==> config.mk <==
export PLATFORM = sky130hd
export DESIGN_NAME = clksel_request
export DESIGN_NICKNAME = d
export VERILOG_FILES = /design/src/rtl/clksel_pkg.sv /design/src/rtl/sync_ff.sv /design/src/rtl/clksel_request.sv
export SDC_FILE = /design/constraint.sdc
export NUM_CORES = 1
export LEC_CHECK = 0
export BUFFER_PORTS_ARGS = -buffer_cell sky130_fd_sc_hd__buf_2
export CORE_MARGIN = 4
export CORE_UTILIZATION = 60
export DETAILED_ROUTE_END_ITERATION = 10
export HOLD_SLACK_MARGIN = 0.05
export PLACE_DENSITY_LB_ADDON = 0.05
export SLEW_MARGIN = 15
export SYNTH_ARGS = -nofsm -noshare
export SYNTH_HDL_FRONTEND = slang
export SYNTH_SLANG_ARGS = --single-unit
==> constraint.sdc <==
create_clock -name hsclk_in -period 5.9 [get_ports hsclk_in]
set_input_delay 0 -clock hsclk_in [delete_from_list [all_inputs] [get_ports hsclk_in]]
set_output_delay 0 -clock hsclk_in [all_outputs]
set_load 0.005 [all_outputs]
==> src/rtl/clksel_pkg.sv <==
// Shared types and reset constants for the CPU clock-select request logic.
package clksel_pkg;

   // Request FSM: settled on LS/HS, or waiting on the switch in TO_HS/TO_LS.
   typedef enum logic [1:0] {
      LS    = 2'd0,
      TO_HS = 2'd1,
      HS    = 2'd2,
      TO_LS = 2'd3
   } clksel_state_e;

   // The clock switch powers up selecting LS, so the request and the LS
   // feedback synchroniser reset to match it.
   localparam logic RST_HSCLK_SEL = 1'b0;
   localparam logic RST_LS_ACK    = 1'b1;

endpackage

==> src/rtl/sync_ff.sv <==
// Multi-stage flip-flop synchroniser with a configurable reset value.
module sync_ff #(
   parameter int unsigned STAGES  = 2,
   parameter logic        RST_VAL = 1'b0
) (
   input  logic clk,
   input  logic rst_b,
   input  logic d,
   output logic q
);

   logic [STAGES-1:0] chain_q;

   // Shift the asynchronous input through the synchroniser chain.
   always_ff @(posedge clk or negedge rst_b) begin
      if (!rst_b) begin
         chain_q <= {STAGES{RST_VAL}};
      end else begin
         chain_q <= {chain_q[STAGES-2:0], d};
      end
   end

   assign q = chain_q[STAGES-1];

endmodule

==> src/rtl/clksel_request.sv <==
// Drives the hsclk_sel request into the CPU clock switch, tracks its
// handshake, holds LS for a minimum host-clock dwell after host-bus accesses
// and flags a switch that never completes.
module clksel_request
   import clksel_pkg::*;
#(
   parameter int unsigned SYNC_STAGES    = 2,
   parameter int unsigned DWELL_CYCLES   = 4,
   parameter int unsigned TIMEOUT_CYCLES = 255
) (
   input  logic hsclk_in,
   input  logic rst_b,
   input  logic lsclk_in,
   input  logic hs_enable,
   input  logic ls_req,
   input  logic hsclk_selected,
   input  logic lsclk_selected,
   output logic hsclk_sel,
   output logic switching,
   output logic on_hs,
   output logic timeout_err
);

   localparam int unsigned DW = $clog2(DWELL_CYCLES + 1);
   localparam int unsigned TW = $clog2(TIMEOUT_CYCLES + 1);
   localparam logic [DW-1:0] DWELL_LOAD = DW'(DWELL_CYCLES);
   localparam logic [TW-1:0] TMO_MAX    = TW'(TIMEOUT_CYCLES);

   logic hs_ack;
   logic ls_ack;
   logic ls_clk_s;
   logic ls_clk_prev_q;
   logic ls_rise;

   clksel_state_e state_q, state_d;
   logic [DW-1:0] dwell_q, dwell_d;
   logic [TW-1:0] tmo_q, tmo_d;
   logic [TW-1:0] tmo_inc;
   logic          err_q, err_d;
   logic          hsclk_sel_q, hsclk_sel_d;
   logic          switching_q, switching_d;
   logic          on_hs_q, on_hs_d;

   sync_ff #(
      .STAGES  (SYNC_STAGES),
      .RST_VAL (1'b0)
   ) u_sync_hs_ack (
      .clk   (hsclk_in),
      .rst_b (rst_b),
      .d     (hsclk_selected),
      .q     (hs_ack)
   );

   sync_ff #(
      .STAGES  (SYNC_STAGES),
      .RST_VAL (RST_LS_ACK)
   ) u_sync_ls_ack (
      .clk   (hsclk_in),
      .rst_b (rst_b),
      .d     (lsclk_selected),
      .q     (ls_ack)
   );

   sync_ff #(
      .STAGES  (SYNC_STAGES),
      .RST_VAL (1'b0)
   ) u_sync_ls_clk (
      .clk   (hsclk_in),
      .rst_b (rst_b),
      .d     (lsclk_in),
      .q     (ls_clk_s)
   );

   // One-cycle pulse per synchronised host-clock rising edge.
   assign ls_rise = ls_clk_s & ~ls_clk_prev_q;
   assign tmo_inc = tmo_q + TW'(1);

   // Next state, dwell/timeout counters and registered outputs.
   always_comb begin
      state_d = state_q;
      dwell_d = dwell_q;
      tmo_d   = tmo_q;
      err_d   = err_q;

      unique case (state_q)
         LS: begin
            if (ls_req) begin
               dwell_d = DWELL_LOAD;
            end else if (ls_rise && (dwell_q != '0)) begin
               dwell_d = dwell_q - DW'(1);
            end
            // A request in the same cycle as an expired dwell wins: stay and reload.
            if ((dwell_q == '0) && hs_enable && !ls_req) begin
               state_d = TO_HS;
            end
         end
         TO_HS: begin
            // Never abort a switch in progress; ls_req waits until HS.
            if (hs_ack && !ls_ack) begin
               state_d = HS;
            end
         end
         HS: begin
            if (ls_req || !hs_enable) begin
               state_d = TO_LS;
            end
         end
         TO_LS: begin
            if (ls_ack && !hs_ack) begin
               state_d = LS;
               dwell_d = DWELL_LOAD;
            end
         end
         default: begin
            state_d = LS;
         end
      endcase

      // Count time spent waiting on the switch; expiry is still flagged when
      // the ack lands on the same edge.
      if ((state_q == TO_HS) || (state_q == TO_LS)) begin
         if (tmo_q != TMO_MAX) begin
            tmo_d = tmo_inc;
            if (tmo_inc == TMO_MAX) begin
               err_d = 1'b1;
            end
         end
      end
      if ((state_d != state_q) && ((state_d == TO_HS) || (state_d == TO_LS))) begin
         tmo_d = '0;
      end

      hsclk_sel_d = (state_d == TO_HS) || (state_d == HS);
      switching_d = (state_d == TO_HS) || (state_d == TO_LS);
      on_hs_d     = (state_d == HS);
   end

   // State, counters and output registers.
   always_ff @(posedge hsclk_in or negedge rst_b) begin
      if (!rst_b) begin
         state_q       <= LS;
         dwell_q       <= DWELL_LOAD;
         tmo_q         <= '0;
         err_q         <= 1'b0;
         hsclk_sel_q   <= RST_HSCLK_SEL;
         switching_q   <= 1'b0;
         on_hs_q       <= 1'b0;
         ls_clk_prev_q <= 1'b0;
      end else begin
         state_q       <= state_d;
         dwell_q       <= dwell_d;
         tmo_q         <= tmo_d;
         err_q         <= err_d;
         hsclk_sel_q   <= hsclk_sel_d;
         switching_q   <= switching_d;
         on_hs_q       <= on_hs_d;
         ls_clk_prev_q <= ls_clk_s;
      end
   end

   assign hsclk_sel   = hsclk_sel_q;
   assign switching   = switching_q;
   assign on_hs       = on_hs_q;
   assign timeout_err = err_q;

endmodule

==> flow_summary_export.csv <==
group,metric,value,unit
finish,fin_area,0.00146,mm^2
finish,syn_to_final_growth,11.2,%
yosys,syn-num-nets,135,
grt,first_global_vias,988,
floorplanning,core,0.00202,mm^2
floorplanning,fp.dieW,54.7,um
clock_network,clkSlewWorstSetupHoldPaths,0.12,ns
timing,setup_tns,0,ns
yosys,synth_area,0.00131,mm^2
detailed_routing,dr_total_vias,996,
worst_setup_path,worstSetupPathType,"reg2reg",
floorplanning,dieArea,0.00299,mm^2
yosys,syn_avg_cell_area,10.8,um^2
yosys,synth_flop_cell,"dfrtp_1",
finish,drive_gt1_share,22.1,%
clock_network,post_cts_buffers,0,
outcome,status,"finished, final reports clean",
grt,grt_start_max_net_pins,25,
finish,diodes,0,
timing,period_needed,2.31,ns
worst_setup_path,path_max_fanout,18,
placed_design,gp_congestion,0.909,
clock_network,cts-root-buf,"clkbuf_4",
clock_network,cts_tree,"yes",
worst_setup_path,path_common_cell,"inv_1",
floorplanning,std_cell_rows,16,
clock_network,numCtsBuffers,3,
clock_network,htreeDepth,1,
grt,grt_use_total,20.8,%
detailed_routing,drt_wl_total,2510,um
floorplanning,initial_core_util,64.7,%
worst_setup_path,cp_slowest_cell,"dfrtp_1",
floorplanning,dieHeight,54.7,um
placed_design,dpl.hpwl,1810,um
detailed_routing,first_pass_iters,4,
worst_setup_path,rrSetupSlack,3.59,ns
detailed_routing,post-route-drc-count,0,
worst_setup_path,cp_num_cells,8,
yosys,seq_area_frac_synth,46.2,%
clock_network,clk_latency,0.31,ns
grt,antenna_found_initial,0,
worst_setup_path,cp_data_required_time,6.13,ns
timing,rsz0062_at_grt,"no",
job,maxCapViolations,0,
placed_design,dp_cells,154,
clock_network,clock-sinks,24,
finish,post-route-util,72.0,%
placed_design,io_buffers,10,
power_and_ir_drop,powerDensity,401,mW/mm^2
grt,grt_pass1_wl,4330,um
yosys,synth_enable_flop_cells,0,
worst_setup_path,timing.rr.start,"state_q[0]",
yosys,async_reset_ff_share,100,%
timing,max-slew-margin-rel,64.3,%
worst_setup_path,critPathCapture,"tmo_q[7]",
finish,num-fill-cells,151,
worst_setup_path,worst_setup_path_end_kind,"flop",
finish,instances_no_fill,163,
timing,setup_viol,0,
yosys,synth_warnings,0,
clock_network,cts_buffer_depth,2,
worst_setup_path,crit_start,"state_q[0]",
clock_network,cts_hold_buffers,5,
timing,max_freq,0.434,GHz
worst_setup_path,crit_arrival,2.53,ns
worst_setup_path,slowest_delay,0.69,ns
timing,skew,0.00281,ns
worst_setup_path,critPathTopFamily,"compound AO/OA/AOI/OAI gates",
yosys,ys_types,43,
placed_design,dpl_cell_area,0.00137,mm^2
detailed_routing,wl_per_cell,15.4,um
worst_setup_path,r2r_cells,8,
timing,finalCritPeriodShare,39.1,%
power_and_ir_drop,vdd_drop_max,0.312,mV
detailed_routing,ant_nets,0,
timing,worstMarginPinSlew,0.534,ns
floorplanning,pin_count,11,
worst_hold_path,min_path_type,"in2async",
power_and_ir_drop,power_leakage,0.613,nW
worst_setup_path,cp-start-kind,"flop",
detailed_routing,viasPerCell,6.11,
yosys,synthCells,121,
worst_setup_path,worstReg2RegEnd,"tmo_q[7]",
timing,drv_slew,0,
timing,hold_viol,0,
grt,grt-ovfl-total,0,
worst_setup_path,crit_chain,"inv_1, o21ai_0, o21a_1, inv_1, ha_1, or2_2, o311a_4, a311oi_2",
yosys,synth_seq_cells,24,
detailed_routing,drtIter0Drc,21,
clock_network,cts_resized,0,
worst_setup_path,crit_buf_inv,2,
finish,num-nets-final,151,
## cell usage after synthesis, types with 2 or more instances
master | number | share of area [%]
nand3_1 | 6 | 2.3
nor4_1 | 2 | 0.96
ha_1 | 7 | 6.7
nor2b_1 | 2 | 0.96
o211ai_1 | 2 | 1.1
nor3_2 | 2 | 1.5
and2_1 | 2 | 0.96
a311oi_2 | 2 | 2.3
dfstp_2 | 3 | 6.0
nand2b_1 | 2 | 0.96
o21a_1 | 3 | 1.7
nand3b_1 | 2 | 1.1
dfrtp_1 | 21 | 40
a211oi_2 | 3 | 2.9
a21oi_1 | 5 | 1.9
xnor2_1 | 4 | 2.7
nand2_1 | 3 | 0.86
o21ai_0 | 4 | 1.5
and3_1 | 3 | 1.4
inv_1 | 9 | 2.6
and4_1 | 3 | 2.0
nor2_1 | 10 | 2.9
## how the worst min path moves through the flow
stage	from	end	slack [ns]
5_1_grt	rst_b	ls_clk_prev_q	0.19
3_5_place_dp	rst_b	ls_clk_prev_q	0.004
4_1_cts	rst_b	dwell_q[0]	0.19
6_report	rst_b	ls_clk_prev_q	0.17
2_1_floorplan	rst_b	dwell_q[0]	-0.30
3_3_place_gp	rst_b	ls_clk_prev_q	-0.007
## worst register-to-register path: stages, from the launching register on
cell and delay (ns):
dfrtp_1 0.69, inv_1 0.21, o21ai_0 0.21, o21a_1 0.17, inv_1 0.08, ha_1 0.20
or2_2 0.29, o311a_4 0.17, a311oi_2 0.21
## kinds of logic (layout without fill, tap and decap cells)
family	Yosys count	after routing	synth area share [%]
DFF	24	24	46.2
xor gates and xnor gates	4	4	2.68
adders and majority gates	7	7	6.69
buffers and inverters	13	28	4.40
AOI/OAI and AO/OA	28	28	19.0
and+or+nand+nor	45	45	21.0
## per-stage QoR
step	power, W	hold WS (ns)	setup WS [ns]
6_report	0.000584	0.173	3.59
5_1_grt	0.000635	0.190	3.38
4_1_cts	0.000586	0.187	3.61
3_5_place_dp	0.000497	0.00354	3.65
3_3_place_gp	0.000483	-0.00727	3.75
2_1_floorplan	0.000435	-0.296	3.91
## where the power goes
group | switching, W | internal, W
clock | 0.0000471 | 0.0000377
sequential | 0.0000579 | 0.000210
combinational | 0.000124 | 0.000107
total | 0.000229 | 0.000355
## final cells by class
cell class | instances | area [um^2] | share of cell area [%]
clock buffers | 4 | 36.3 | 2.49
well taps | 27 | 33.8 | 2.32
multi-input cells | 84 | 647 | 44.5
repair buffers | 15 | 100 | 6.88
inverters | 9 | 33.8 | 2.32
flip-flops and latches | 24 | 604 | 41.5
## flip-flops by register name, summed over array words and instances, names as in the netlist, 2 cells and up
register               cells
tmo_q                      8
dwell_q                    3
state_q                    2
u_sync_hs_ack.chain_q      2
u_sync_ls_ack.chain_q      2
u_sync_ls_clk.chain_q      2
## placed cells by master, fill, tap and decap left out, types with 3 or more instances in the layout
master	netlist	layout
and4_1	3	3
nand3_1	6	6
o21a_1	3	3
buf_2	1	10
ha_1	7	7
dfrtp_1	21	21
a211oi_2	3	3
xnor2_1	4	4
clkbuf_4	0	3
nand2_1	3	3
inv_1	9	9
and3_1	3	3
nor2_1	10	10
dfstp_2	3	3
a21oi_1	5	5
o21ai_0	4	4
dlygate4sd3_1	0	5
## per-layer routing
| layer | vias up | global-route usage, % | routed length [um] |
|---|---|---|---|
| met3 | 5 | 3.54 | 70 |
| met5 | - | 0 | 0 |
| met4 | 0 | 9.54 | 36 |
| met2 | 23 | 34.4 | 1260 |
| li1 | 469 | - | - |
| met1 | 499 | 26.2 | 1140 |
(Power assumes the default switching activity.)
